File: src/rtl/mem_port_arbiter.sv
// Shares one fixed-latency memory port between instruction fetch and the data stage.
// Alternating-priority arbitration, single-owner access sequencing, per-stage stalls.
module mem_port_arbiter #(
    parameter int unsigned ADDR_W      = 32,
    parameter int unsigned DATA_W      = 32,
    parameter int unsigned MEM_LATENCY = 1
) (
    input  logic              clk,
    input  logic              reset,
    input  logic              if_req,
    input  logic [ADDR_W-1:0] if_addr,
    input  logic              mem_read,
    input  logic              mem_write,
    input  logic [ADDR_W-1:0] dm_addr,
    input  logic [DATA_W-1:0] dm_wdata,
    input  logic [DATA_W-1:0] ram_rdata,
    output logic              ram_en,
    output logic              ram_we,
    output logic [ADDR_W-1:0] ram_addr,
    output logic [DATA_W-1:0] ram_wdata,
    output logic              if_valid,
    output logic [DATA_W-1:0] if_rdata,
    output logic              dm_valid,
    output logic [DATA_W-1:0] dm_rdata,
    output logic              stall_if,
    output logic              stall_dm
);

    localparam int unsigned CNT_W = 4;

    typedef enum logic [1:0] {
        IDLE = 2'd0,
        BUSY = 2'd1,
        DONE = 2'd2
    } state_t;

    state_t              state_q, state_d;
    logic [CNT_W-1:0]    cnt_q, cnt_d;
    logic                last_dm_q, last_dm_d;
    logic                owner_dm_q, owner_dm_d;
    logic                ram_en_q, ram_en_d;
    logic                ram_we_q, ram_we_d;
    logic [ADDR_W-1:0]   ram_addr_q, ram_addr_d;
    logic [DATA_W-1:0]   ram_wdata_q, ram_wdata_d;
    logic                if_valid_q, if_valid_d;
    logic                dm_valid_q, dm_valid_d;
    logic [DATA_W-1:0]   if_rdata_q, if_rdata_d;
    logic [DATA_W-1:0]   dm_rdata_q, dm_rdata_d;

    logic dm_req;
    logic grant_dm;

    assign dm_req   = mem_read | mem_write;
    // On a tie the stage that did not win last time gets the port.
    assign grant_dm = dm_req & (~if_req | ~last_dm_q);

    // Next-state and output computation.
    always_comb begin
        state_d     = state_q;
        cnt_d       = cnt_q;
        last_dm_d   = last_dm_q;
        owner_dm_d  = owner_dm_q;
        ram_en_d    = 1'b0;
        ram_we_d    = ram_we_q;
        ram_addr_d  = ram_addr_q;
        ram_wdata_d = ram_wdata_q;
        if_valid_d  = 1'b0;
        dm_valid_d  = 1'b0;
        if_rdata_d  = if_rdata_q;
        dm_rdata_d  = dm_rdata_q;

        case (state_q)
            IDLE: begin
                if (if_req | dm_req) begin
                    state_d     = BUSY;
                    cnt_d       = CNT_W'(MEM_LATENCY);
                    owner_dm_d  = grant_dm;
                    last_dm_d   = grant_dm;
                    ram_en_d    = 1'b1;
                    ram_we_d    = grant_dm & mem_write;
                    ram_addr_d  = grant_dm ? dm_addr : if_addr;
                    ram_wdata_d = grant_dm ? dm_wdata : '0;
                end
            end
            BUSY: begin
                cnt_d = cnt_q - CNT_W'(1);
                if (cnt_q == CNT_W'(1)) begin
                    state_d     = DONE;
                    ram_we_d    = 1'b0;
                    ram_addr_d  = '0;
                    ram_wdata_d = '0;
                    if (owner_dm_q) begin
                        dm_rdata_d = ram_rdata;
                        dm_valid_d = 1'b1;
                    end else begin
                        if_rdata_d = ram_rdata;
                        if_valid_d = 1'b1;
                    end
                end
            end
            DONE: begin
                state_d = IDLE;
            end
            default: begin
                state_d = IDLE;
            end
        endcase
    end

    // State and output registers; reset aborts any access in flight.
    always_ff @(posedge clk) begin
        if (reset) begin
            state_q     <= IDLE;
            cnt_q       <= '0;
            last_dm_q   <= 1'b0;
            owner_dm_q  <= 1'b0;
            ram_en_q    <= 1'b0;
            ram_we_q    <= 1'b0;
            ram_addr_q  <= '0;
            ram_wdata_q <= '0;
            if_valid_q  <= 1'b0;
            dm_valid_q  <= 1'b0;
            if_rdata_q  <= '0;
            dm_rdata_q  <= '0;
        end else begin
            state_q     <= state_d;
            cnt_q       <= cnt_d;
            last_dm_q   <= last_dm_d;
            owner_dm_q  <= owner_dm_d;
            ram_en_q    <= ram_en_d;
            ram_we_q    <= ram_we_d;
            ram_addr_q  <= ram_addr_d;
            ram_wdata_q <= ram_wdata_d;
            if_valid_q  <= if_valid_d;
            dm_valid_q  <= dm_valid_d;
            if_rdata_q  <= if_rdata_d;
            dm_rdata_q  <= dm_rdata_d;
        end
    end

    assign ram_en    = ram_en_q;
    assign ram_we    = ram_we_q;
    assign ram_addr  = ram_addr_q;
    assign ram_wdata = ram_wdata_q;
    assign if_valid  = if_valid_q;
    assign dm_valid  = dm_valid_q;
    assign if_rdata  = if_rdata_q;
    assign dm_rdata  = dm_rdata_q;

    // Stalls react to the live request lines so a stage releases on its valid cycle.
    assign stall_if = if_req & ~if_valid_q;
    assign stall_dm = dm_req & ~dm_valid_q;

endmodule

File: config.mk
export PLATFORM = sky130hd
export DESIGN_NAME = mem_port_arbiter
export DESIGN_NICKNAME = d
export VERILOG_FILES = /design/src/rtl/mem_port_arbiter.sv
export SDC_FILE = /design/constraint.sdc
export NUM_CORES = 1
export LEC_CHECK = 0
export CORE_ASPECT_RATIO = 1.75
export CORE_MARGIN = 1.5
export CORE_UTILIZATION = 46
export CTS_CLUSTER_DIAMETER = 120
export DETAILED_ROUTE_END_ITERATION = 10
export GPL_ROUTABILITY_DRIVEN = 1
export PLACE_DENSITY = 0.95
export SLEW_MARGIN = 20
export SYNTH_ARGS = -nofsm -noshare
export SYNTH_HDL_FRONTEND = slang
export SYNTH_SLANG_ARGS = --single-unit
File: constraint.sdc
create_clock -name clk -period 4.95 [get_ports clk]
set_clock_uncertainty 0.1 [all_clocks]
set_input_delay 0.7425 -clock clk [delete_from_list [all_inputs] [get_ports clk]]
set_output_delay 0.7425 -clock clk [all_outputs]
set_load 0.02 [all_outputs]
==> reports/qor.yml, run 1 <==
run_status:
  status: "finished, final reports clean"
timing:
  setup_viol: 0
  finalMaxSlewViolations: 0
  min_period_over_period_pct: 62.76
  period_needed_ps: 3107
  relSlewSlack_pct: 40.92
  rsz0062_at_grt: "no"
  fin_tns_setup_ps: 0
  hold_viol: 0
  tightest_slew_ps: 886.2
  clock.fmax_mhz: 321.9
floorplanning:
  fp.dieW_um: 89.68
  fp-row-count: 55
  initial_utilization_pct: 47.00
  boundaryPins: 267
  coreArea_um2: 12870
  die-area_um2: 13870
  die_h_um: 154.7
clocking:
  cts_root_buf: "clkbuf_16"
  clock_latency_ps: 420
  cts_inserted_buffers: 17
  cts_hold_buf: 0
  cts-htree-levels: 4
  clk_pin_slew_ps: 60
  cts_buffer_depth: 2
  cts.sinks: 139
  postCtsSetupBuffers: 0
  ctsResizeCount: 0
  tritoncts: "done"
power_and_ir_drop:
  p_leak_nw: 3.530
  p_per_area_nw_per_um2: 352.4
  peakVddDrop_mv: 0.2746
drt:
  viasPerCell: 5.203
  ant_nets: 0
  dr.pass1.iters: 4
  via_count: 5265
  routedWlPerCell_um: 17.71
  drtIter0Drc: 208
  wl_mm: 17.92
  route.detailed.drc: 0
synth:
  synth_cell_types: 34
  ys_warn_count: 0
  synth_ff_type: "dfxtp_1"
  syn_area_um2: 6048
  synth_area_leaders: "dfxtp_1 (46%), mux2i_1 (16%), nand2b_1 (13%)"
  yosysMostFrequentCell: "dfxtp_1"
  synth.top_cells.by_count: "dfxtp_1 (139), nand2b_1 (130), mux2i_1 (96)"
  syn-num-nets: 719
  ys_seq_elements: 139
  syn_avg_cell_area_um2: 10.36
  synthCells: 584
  yosys.area.top_type: "dfxtp_1"
  yosysTopAreaCellShare_pct: 46.01
  synth_edf_count: 0
  ys_seq_area_share_pct: 46.01
  synthArstFlopShare_pct: 0
setup_path:
  reg2reg_from: "cnt_q[0]"
  critPathKind: "input pin to output port"
  cp-end-kind: "output port"
  start_kind: "input pin"
  slowest_delay_ps: 660
  crit_path_top_delay_cell: "clkdlybuf4s50_1"
  critPathRequiredTime_ps: 4110
  crit_path_start: "mem_write"
  cp_max_fo: 5
  worstPathArrival_ps: 2260
  path_cells: "clkdlybuf4s50_1, nor2_1, nor2_1, clkdlybuf4s50_1"
run:
  cap_viol_max_count: 0
place:
  place.gp.congestion: 0.7731
  postPlaceCellArea_um2: 8733
  io_buffers: 266
  dpl.cell_count: 980
  dp_hpwl_mm: 12.59
global_routing:
  grt_pass1_wl_mm: 26.56
  grt_pass1_vias: 5372
  antenna_found_initial: 0
  grt_overflow: 0
  grt_max_degree: 122
  track_usage_pct: 25.34
final_layout:
  diodes: 0
  fillers: 838
  layoutNonFillerInstCount: 1012
  area_growth_pct: 54.47
  nets: 963
  fin_area_um2: 9343
  final_layout_size_suffix_gt1_share_pct: 7.491
min_path:
  hold_path_class: "flip-flop to flip-flop"
  worstHoldStart: "if_rdata[20]"
## layer usage
layer	up-vias	track usage [%]	wire length, um
met2	236	44.21	9386
met3	75	8.218	1504
li1	2500	-	-
met5	-	0	0
met4	0	17.66	1112
met1	2454	23.97	5920
## sequential cells by signal, indices dropped and copies added (netlist names)
signal,cells
ram_addr,32
cnt_q,4
state_q,2
if_rdata,32
owner_dm_q,1
ram_wdata,32
dm_valid,1
ram_we,1
ram_en,1
if_valid,1
dm_rdata,32
## cells by family after synthesis
group | Yosys count | synth area share (%)
buf+inv | 115 | 8.605
mux | 96 | 15.89
compound gates | 83 | 13.65
simple gates | 149 | 15.43
fa+ha+maj | 2 | 0.4137
flops | 139 | 46.01
## critical path, delay by kind of cell
family	cells	cell delay [ps]
buf+inv	2	1280
simple gates	2	230
## cell type report
class,count,area (um2),area share (%)
Clock inverter,13,156.4,1.674
Clock buffer,19,452.9,4.848
Multi-Input combinational cell,330,2773,29.68
Timing Repair Buffer,273,2713,29.03
Tap cell,171,214.0,2.290
Sequential cell,139,2783,29.78
Inverter,67,251.5,2.692
## per-stage QoR
step / utilization, % / power [mW] / hold slack (ps) / setup WS, ps
2_1_floorplan: - / 1.688 / 370.7 / 3030
3_3_place_gp: 67.87 / 1.990 / 357.6 / 1780
3_5_place_dp: 67.87 / 2.012 / 362.9 / 1691
4_1_cts: 72.60 / 3.321 / 376.3 / 1845
5_1_grt: 72.60 / 3.427 / 383.6 / 1793
6_report: 72.60 / 3.292 / 371.0 / 1843
## power breakdown
part	internal (mW)	total (mW)	switching, mW
combinational	0.362	0.733	0.371
clock	0.783	1.30	0.515
sequential	1.21	1.26	0.0528
## placed cells by master (no fill, tap or decap), types with 3 or more instances in the layout
cell type | synthesis | final
nand2b_1 | 130 | 130
mux2i_1 | 96 | 96
dfxtp_1 | 139 | 139
a21oi_1 | 6 | 6
inv_6 | 0 | 5
inv_1 | 67 | 67
clkbuf_16 | 0 | 17
o32ai_1 | 47 | 47
clkdlybuf4s50_1 | 0 | 265
clkinv_4 | 0 | 3
buf_4 | 0 | 8
nor2_1 | 5 | 5
o32ai_2 | 17 | 17
## path summary, 6_finish.rpt
path,end,slack [ps],cells after the start
max,stall_dm,1840,4
min,if_rdata[20],370,2
max reg2reg,ram_wdata[15],2310,5
min reg2reg,if_rdata[20],370,2
Note: power is estimated with default switching activity, not from simulation.
==> run 2, diff against run 1 <==
--- a/config.mk
+++ b/config.mk
@@ -7,11 +7,11 @@
 export LEC_CHECK = 0
 export CORE_ASPECT_RATIO = 1.75
 export CORE_MARGIN = 1.5
-export CORE_UTILIZATION = 46
+export CORE_UTILIZATION = 42
 export CTS_CLUSTER_DIAMETER = 120
 export DETAILED_ROUTE_END_ITERATION = 10
 export GPL_ROUTABILITY_DRIVEN = 1
-export PLACE_DENSITY = 0.95
+export PLACE_DENSITY = 0.88
 export SLEW_MARGIN = 20
 export SYNTH_ARGS = -nofsm -noshare
 export SYNTH_HDL_FRONTEND = slang
==> constraint.sdc (replaced) <==
create_clock -name clk -period 2.9 [get_ports clk]
set_clock_uncertainty 0.1 [all_clocks]
set_input_delay 0.435 -clock clk [delete_from_list [all_inputs] [get_ports clk]]
set_output_delay 0.435 -clock clk [all_outputs]
set_load 0.02 [all_outputs]
==> run 2 against run 1 <==
Via count is 3.3% lower. Combinational power is 72% higher. Cell count grew 0.79%. Cell area barely moved. Clock power is 53% higher. Largest power group is now registers.
==> reports/qor.yml, run 2 (same netlist as run 1, synthesis figures left out) <==
timing:
  finalMaxSlewViolations: 0  # unchanged
  clock.fmax_mhz: 404.2
  rsz0062_at_grt: "no"  # unchanged
  fin_ws_ps: 425.9  # was 1843 ps
  fin_tns_setup_ps: 0  # unchanged
  relSlewSlack_pct: 60.35  # was 40.92%
  setup_viol: 0  # unchanged
  hold_viol: 0  # unchanged
  min_period_over_period_pct: 85.31
  whs_ps: 344.9  # was 371.0 ps
  period_needed_ps: 2474
  tightest_slew_ps: 594.8  # was 886.2 ps
global_routing:
  antenna_found_initial: 0  # unchanged
  globalRoute.busiestLayer: "met2"  # unchanged
  grt_use_met2_pct: 40.78  # was 44.21%
  track_usage_pct: 21.39  # was 25.34%
  grt_max_degree: 119  # was 122
  grt_pass1_vias: 5145  # was 5372
  grt_pass1_wl_mm: 25.43  # was 26.56 mm
  grt_overflow: 0  # unchanged
  use_met3_pct: 5.337  # was 8.218%
  grtUsageMet1_pct: 21.24  # was 23.97%
final_layout:
  ff_latch_area_um2: 2783  # unchanged
  final_layout_size_suffix_gt1_share_pct: 7.592  # was 7.491%
  fin_area_um2: 9344  # was 9343 um2
  finish.utilization_pct: 66.85  # was 72.60%
  layoutNonFillerInstCount: 1020  # was 1012
  final_cell_mix: "clkdlybuf4s50_1 (265), dfxtp_1 (139), nand2b_1 (130)"  # unchanged
  final_common_cell: "clkdlybuf4s50_1"  # unchanged
  area_growth_pct: 54.49  # was 54.47%
  diodes: 0  # unchanged
  fillers: 1111  # was 838
  multi_input_area_um2: 2773  # unchanged
  nets: 965  # was 963
clocking:
  tritoncts: "done"  # unchanged
  clock_latency_ps: 400  # was 420 ps
  cts-htree-levels: 4  # unchanged
  cts_inserted_buffers: 17  # unchanged
  cts_buffer_depth: 2  # unchanged
  cts_root_buf: "clkbuf_16"  # unchanged
  cts_hold_buf: 0  # unchanged
  clk_pin_slew_ps: 60  # about the same
  ctsResizeCount: 0  # unchanged
  cts.sinks: 139  # unchanged
  postCtsSetupBuffers: 0  # unchanged
power_and_ir_drop:
  p_per_area_nw_per_um2: 578.1  # was 352.4 nW/um2
  peakVddDrop_mv: 0.3587  # was 0.2746 mV
  power_mw: 5.402  # was 3.292 mW
  p_leak_nw: 3.525  # was 3.530 nW
setup_path:
  critPathKind: "input pin to output port"  # unchanged
  slowest_delay_ps: 650  # was 660 ps
  worstRegToRegCells: 5  # unchanged
  reg2reg_from: "cnt_q[0]"  # unchanged
  worstPathArrival_ps: 1940  # was 2260 ps
  r2r_end: "if_rdata[5]"  # was ram_wdata[15]
  critPathBufInv: 2  # unchanged
  critPathRequiredTime_ps: 2370  # was 4110 ps
  path_delay_family: "buffers and inverters"  # unchanged
  cp-end-kind: "output port"  # unchanged
  cp_max_fo: 5  # unchanged
  path_cells: "clkdlybuf4s50_1, nor2_1, nor2_1, clkdlybuf4s50_1"  # unchanged
  crit_path_top_delay_cell: "clkdlybuf4s50_1"  # unchanged
  start_kind: "input pin"  # unchanged
  rrSetupSlack_ps: 700  # was 2310 ps
place:
  place.gp.congestion: 0.8028  # was 0.7731
  dpl_worst_slack_ps: 416.7  # was 1691 ps
  dp_hpwl_mm: 12.07  # was 12.59 mm
  postPlaceCellArea_um2: 8793  # was 8733 um2
  io_buffers: 266  # unchanged
  dpl.cell_count: 988  # was 980
run_status:
  status: "finished, final reports clean"  # unchanged
floorplanning:
  boundaryPins: 267  # unchanged
  die-area_um2: 15160  # was 13870 um2
  initial_utilization_pct: 43.27  # was 47.00%
  die_h_um: 161.8  # was 154.7 um
  fp-row-count: 57  # was 55
  coreArea_um2: 13980  # was 12870 um2
  fp.dieW_um: 93.72  # was 89.68 um
min_path:
  hold_path_class: "input pin to flip-flop"  # was flip-flop to flip-flop
  hold_depth: 2  # unchanged
  worstHoldStart: "reset"  # was if_rdata[20]
  whs_endpoint: "state_q[1]"  # was if_rdata[20]
drt:
  drtIter0Drc: 209  # was 208
  routedWlPerCell_um: 16.34  # was 17.71 um
  via_count: 5089  # was 5265
  dr.pass1.iters: 4  # unchanged
  route.detailed.drc: 0  # unchanged
  ant_nets: 0  # unchanged
  viasPerCell: 4.989  # was 5.203
  wl_mm: 16.67  # was 17.92 mm
run:
  cap_viol_max_count: 0  # unchanged
==> run 2: changes by cell type in the layout (fill, tap and decap cells not counted) <==
cell / delta
buf_4: -1
clkinv_2: +1
buf_12: +3
clkinv_4: +2
bufinv_16: -2
clkbuf_1: +1
clkbuf_8: -1
inv_8: -1
==> run 2: worst max-delay path by stage <==
stage | startpoint | to | slack, ps | cells past startpoint
4_1_cts | mem_write | stall_dm | 410 | 4
2_1_floorplan | cnt_q[0] | if_rdata[10] | 1060 | 6
3_5_place_dp | mem_write | stall_dm | 420 | 4
6_report | mem_write | stall_dm | 430 | 4
5_1_grt | mem_write | stall_dm | 370 | 4
3_3_place_gp | mem_write | stall_dm | 430 | 4
==> run 2: final cells by class <==
type | count | area share [%]
Sequential cell | 139 | 29.78
Multi-Input combinational cell | 330 | 29.67
Timing Repair Buffer | 275 | 29.59
Clock buffer | 19 | 4.740
Inverter | 67 | 2.691
Tap cell | 177 | 2.370
Clock inverter | 13 | 1.152
==> run 2: metal layers <==
metal	up-vias	share of wire, %
li1	2503	-
met1	2374	36
met2	187	54
met3	25	6.5
met4	0	2.7
met5	-	0
==> run 2: worst register-to-register path: stages, from the launching register on <==
cell,delay (ps)
dfxtp_1,410
ha_1,190
or3b_1,480
nor3_4,150
buf_4,510
mux2i_1,290
==> run 2: power by group <==
| group | leakage, nW | total, mW | switching [mW] | internal [mW] |
|---|---|---|---|---|
| clock network | 0.265 | 1.99 | 0.857 | 1.13 |
| logic | 2.12 | 1.26 | 0.630 | 0.632 |
| registers | 1.14 | 2.15 | 0.0859 | 2.06 |
| total | 3.53 | 5.40 | 1.57 | 3.83 |
